<file path="src/rtl/hazard_stall_unit.sv">
// hazard_stall_unit
//   Generates the pipeline control signals for the front end of the pipeline:
//   it detects load-use hazards, sequences branch flushes and freezes the
//   pipeline after a halt. It also keeps a saturating count of stall cycles.
//
// Ports
//   clk, rst       rising-edge clock; asynchronous active-low reset
//   idex_memread   the ID/EX instruction is a load
//   idex_rd        destination register of the ID/EX instruction
//   ifid_rs/rt     source registers of the IF/ID instruction
//   ifid_uses_rt   the IF/ID instruction actually reads rt
//   branch_taken   a branch resolved taken this cycle
//   halt_in        a halt is decoded in IF/ID
//   HazMuxCon      next-address select: 1 = hold PC (+0), 0 = advance (+2)
//   ifid_write     IF/ID load enable
//   ifid_flush     zero the IF/ID register
//   idex_bubble    zero the control bits entering ID/EX
//   halted         the unit is frozen in HALT
//   stall_count    saturating count of cycles with HazMuxCon=1
module hazard_stall_unit #(
   parameter int REG_ADDR_W   = 4,
   parameter int FLUSH_CYCLES = 1,
   parameter int CNT_W        = 16
) (
   input  logic                  clk,
   input  logic                  rst,
   input  logic                  idex_memread,
   input  logic [REG_ADDR_W-1:0] idex_rd,
   input  logic [REG_ADDR_W-1:0] ifid_rs,
   input  logic [REG_ADDR_W-1:0] ifid_rt,
   input  logic                  ifid_uses_rt,
   input  logic                  branch_taken,
   input  logic                  halt_in,
   output logic                  HazMuxCon,
   output logic                  ifid_write,
   output logic                  ifid_flush,
   output logic                  idex_bubble,
   output logic                  halted,
   output logic [CNT_W-1:0]      stall_count
);

   typedef enum logic [1:0] {RUN, FLUSH, HALT} state_t;

   // The branch cycle itself is the first flush cycle, so the counter only
   // covers the remaining ones.
   localparam logic [2:0] FLUSH_RELOAD = 3'(FLUSH_CYCLES - 1);

   state_t     state_q, state_d;
   logic [2:0] fcnt_q, fcnt_d;
   logic       load_use;
   logic       hold_c, wr_c, flush_c, bubble_c, halted_c;

   // Register 0 is deliberately not exempt.
   assign load_use = idex_memread &&
                     ((idex_rd == ifid_rs) || (ifid_uses_rt && (idex_rd == ifid_rt)));

   always_comb begin
      state_d  = state_q;
      fcnt_d   = fcnt_q;
      hold_c   = 1'b0;
      wr_c     = 1'b1;
      flush_c  = 1'b0;
      bubble_c = 1'b0;
      halted_c = 1'b0;
      case (state_q)
         RUN: begin
            if (branch_taken) begin
               flush_c  = 1'b1;
               bubble_c = 1'b1;
               if (FLUSH_CYCLES > 1) begin
                  state_d = FLUSH;
                  fcnt_d  = FLUSH_RELOAD;
               end
            end else if (halt_in) begin
               hold_c   = 1'b1;
               wr_c     = 1'b0;
               bubble_c = 1'b1;
               state_d  = HALT;
            end else if (load_use) begin
               // Single-cycle stall: the load moves on, so the hazard clears.
               hold_c   = 1'b1;
               wr_c     = 1'b0;
               bubble_c = 1'b1;
            end
         end
         FLUSH: begin
            flush_c  = 1'b1;
            bubble_c = 1'b1;
            if (branch_taken) begin
               fcnt_d = FLUSH_RELOAD;   // a newer branch restarts the flush
            end else if (fcnt_q == 3'd1) begin
               state_d = RUN;
               fcnt_d  = 3'd0;
            end else begin
               fcnt_d = fcnt_q - 3'd1;
            end
         end
         HALT: begin
            hold_c   = 1'b1;
            wr_c     = 1'b0;
            bubble_c = 1'b1;
            halted_c = 1'b1;
         end
         default: begin
            state_d = RUN;
            fcnt_d  = 3'd0;
         end
      endcase
   end

   // Outputs are forced to RUN-idle while reset is held, independent of the
   // (already cleared) state, so they drop in the same cycle reset asserts.
   assign HazMuxCon   = rst & hold_c;
   assign ifid_write  = ~rst | wr_c;
   assign ifid_flush  = rst & flush_c;
   assign idex_bubble = rst & bubble_c;
   assign halted      = rst & halted_c;

   always_ff @(posedge clk or negedge rst) begin
      if (!rst) begin
         state_q <= RUN;
         fcnt_q  <= 3'd0;
      end else begin
         state_q <= state_d;
         fcnt_q  <= fcnt_d;
      end
   end

   always_ff @(posedge clk or negedge rst) begin
      if (!rst)
         stall_count <= '0;
      else if (HazMuxCon && (stall_count != '1))
         stall_count <= stall_count + 1'b1;
   end

endmodule

</file>
<file path="config.mk">
export PLATFORM = sky130hd
export DESIGN_NAME = hazard_stall_unit
export DESIGN_NICKNAME = d
export VERILOG_FILES = /design/src/rtl/hazard_stall_unit.sv
export SDC_FILE = /design/constraint.sdc
export NUM_CORES = 1
export LEC_CHECK = 0
export ABC_AREA = 1
export BUFFER_PORTS_ARGS = -buffer_cell sky130_fd_sc_hd__buf_4
export CORE_MARGIN = 2
export CORE_UTILIZATION = 35
export DETAILED_ROUTE_END_ITERATION = 12
export PLACE_DENSITY = 0.63
export SYNTH_ARGS = -nofsm -noshare
export SYNTH_HDL_FRONTEND = slang
export SYNTH_SLANG_ARGS = --single-unit
export TNS_END_PERCENT = 10
</file>
<file path="constraint.sdc">
create_clock -name clk -period 1.7 [get_ports clk]
set_input_delay 0.34 -clock clk [delete_from_list [all_inputs] [get_ports clk]]
set_output_delay 0.34 -clock clk [all_outputs]
set_load 0.03 [all_outputs]
</file>
==> impl_metrics.toml <==
[clocking]
max-clock-path-buffers = 2
h-tree-depth = 1
cts_root_buf = "clkbuf_4"
clk_pin_slew_ns = 0.11
insertion_delay_ns = 0.31
cts_buffers = 3
clock_sinks = 17
tritoncts = "yes"

[detailed_routing]
drc = 0
via_per_inst = 4.718
ant_nets = 0
wire_per_inst_um = 11.20
drt-total-wl_um = 3137
drtIter0Drc = 69
drt_pass1_iterations = 4
vias = 1321

[final_layout]
nNetsFinal = 254
final.fill_count = 327
syn_to_final_growth_pct = 42.97
num_antenna_cells = 0
final_cell_mix = "66 x nand2_1, 49 x buf_4, 19 x inv_1"
drive_gt1_share_pct = 32.48
layout_commonest_cell = "nand2_1"
regArea_sq_um = 427.9
instances_no_fill = 280
multi_input_area_sq_um = 759.5

[floorplanning]
initial_core_util_pct = 37.02
num_rows = 21
die_h_um = 63.88
die_area_sq_um = 4081
io_pins = 39
coreArea_sq_um = 3390
die_w_um = 63.88

[place]
globalplace.congestion = 0.8359
dp_hpwl_um = 2391
port_buffers = 38
dp.cells = 274
preCtsSetupSlack_ns = -0.02733

[grt]
first_global_vias = 1234
grt_overflow = 0
grt_antenna_before_repair = 0
grt_use_total_pct = 16.86
grt_pass1_wl_um = 5526
grt_max_degree = 18

[timing]
fin_crit_ns = 1.692
fmax_mhz = 591.0
worst_pin_slew_ns = 0.7860
fin_tns_setup_ns = 0
slew_violations = 0
fin_crit_sh_pct = 99.53
setup_violations = 0
hold-worst-slack_ns = 0.2509
max_slew_margin_pct = 47.42
layout_setup_ws_ns = 0.008041
finalHoldViolCount = 0
fin_skew_ns = 0.001675
rsz0062_at_grt = "true"

[synthesis]
syn-instance-count = 181
syn_avg_cell_area_sq_um = 6.933
syn_area_sq_um = 1255
synth_seq_area_share_pct = 33.90
synth_cell_types = 24
ys_ff_latch = 17
ys_warn_count = 0
synth_nets = 200

[run]
drv_cap = 0

[hold_path]
hp-class = "in -> reg"

[setup_path]
crit_path_max_fanout = 6
setup.worst_path.start_class = "register"
required_ns = 1.36
arrival_ns = 1.35
crit_type = "reg -> out"
endpoint_kind = "output pin"

[pwr]
peakVddDrop_mv = 0.3224
p_per_area_nw_per_um2 = 760.6
power_mw = 1.365
p_leak_nw = 0.9499

[outcome]
status = "finished, final reports clean"
[critical path, stage by stage, from the launching register on]
cell and delay (ns):
dfrtp_1 0.41, inv_2 0.07, a21oi_4 0.31, nand2_8 0.08, inv_4 0.05, buf_6 0.11
[power breakdown]
| group | internal (mW) | switching, mW | total, mW |
|---|---|---|---|
| Combinational | 0.260 | 0.347 | 0.606 |
| Sequential | 0.461 | 0.0630 | 0.524 |
| Clock | 0.0880 | 0.146 | 0.234 |
| Total | 0.809 | 0.556 | 1.36 |
[flip-flops by register name (all words and copies together), names as in the netlist]
signal / count
state_q: 1
stall_count: 16
[Yosys cell counts, drive strengths merged]
cell	number	area, sq um
o21ai	2	10.01
nor2	17	78.82
nand2	70	272.8
inv	21	78.82
ha	1	12.51
nand3	10	62.56
nand4	18	112.6
nor3b	1	12.51
xnor2	3	26.28
dfrtp	17	425.4
nor3	4	25.02
buf	4	32.53
xor2	10	87.58
clkbuf	1	3.750
a21oi	2	13.76
[layout make-up]
cell class	instances	area share [%]
flip-flops and latches	17	23.85
inverters	21	4.533
clock buffers	3	1.255
repair buffers	54	24.55
multi-input cells	138	42.33
clock inverters	1	0.2789
well taps	46	3.208
[final timing paths]
check                                       startpoint                           to  slack, ns  depth (start not counted)
max                             state_q[1]$_DFFE_PN0P_                    HazMuxCon      0.008                          5
min                                       branch_taken       state_q[1]$_DFFE_PN0P_       0.25                          2
max reg2reg                 stall_count[0]$_DFFE_PN0P_  stall_count[11]$_DFFE_PN0P_       0.13                          9
min reg2reg                stall_count[15]$_DFFE_PN0P_  stall_count[15]$_DFFE_PN0P_       0.54                          2
max in group asynchronous                          rst   stall_count[0]$_DFFE_PN0P_       0.38                          3
min in group asynchronous                          rst   stall_count[1]$_DFFE_PN0P_       0.79                          3
[metrics by stage]
step	utilization [%]	cell area (sq um)
final	52.93	1794
after global routing	52.93	1794
after CTS	51.97	1762
after detailed placement	50.50	1712
after global placement	50.50	1712
after floorplan	-	1279
[routing by layer]
layer / vias to the layer above / track usage (%) / wire [um]
met3: 2 / 4.225 / 162
met5: - / 0 / 0
li1: 690 / - / -
met2: 32 / 24.87 / 1357
met1: 597 / 24.86 / 1596
met4: 0 / 3.261 / 21
[logic make-up (layout without fill, tap and decap cells)]
kind of cell | Yosys count | in the layout | synth area share, %
simple gates | 120 | 120 | 44.96
buf+inv | 26 | 79 | 9.172
flops | 17 | 17 | 33.90
xor+xnor | 13 | 13 | 9.073
compound gates | 4 | 4 | 1.894
fa+ha+maj | 1 | 1 | 0.9968
[repair_timing]
action	4_1_cts	5_1_grt
hold endpoints to repair	17	0
hold buffers	1	0
resized for setup	3	5
pin swaps	1	3
setup buffers	0	1
setup endpoints to repair	3	7
No activity file was read; power rests on OpenSTA's default activity.
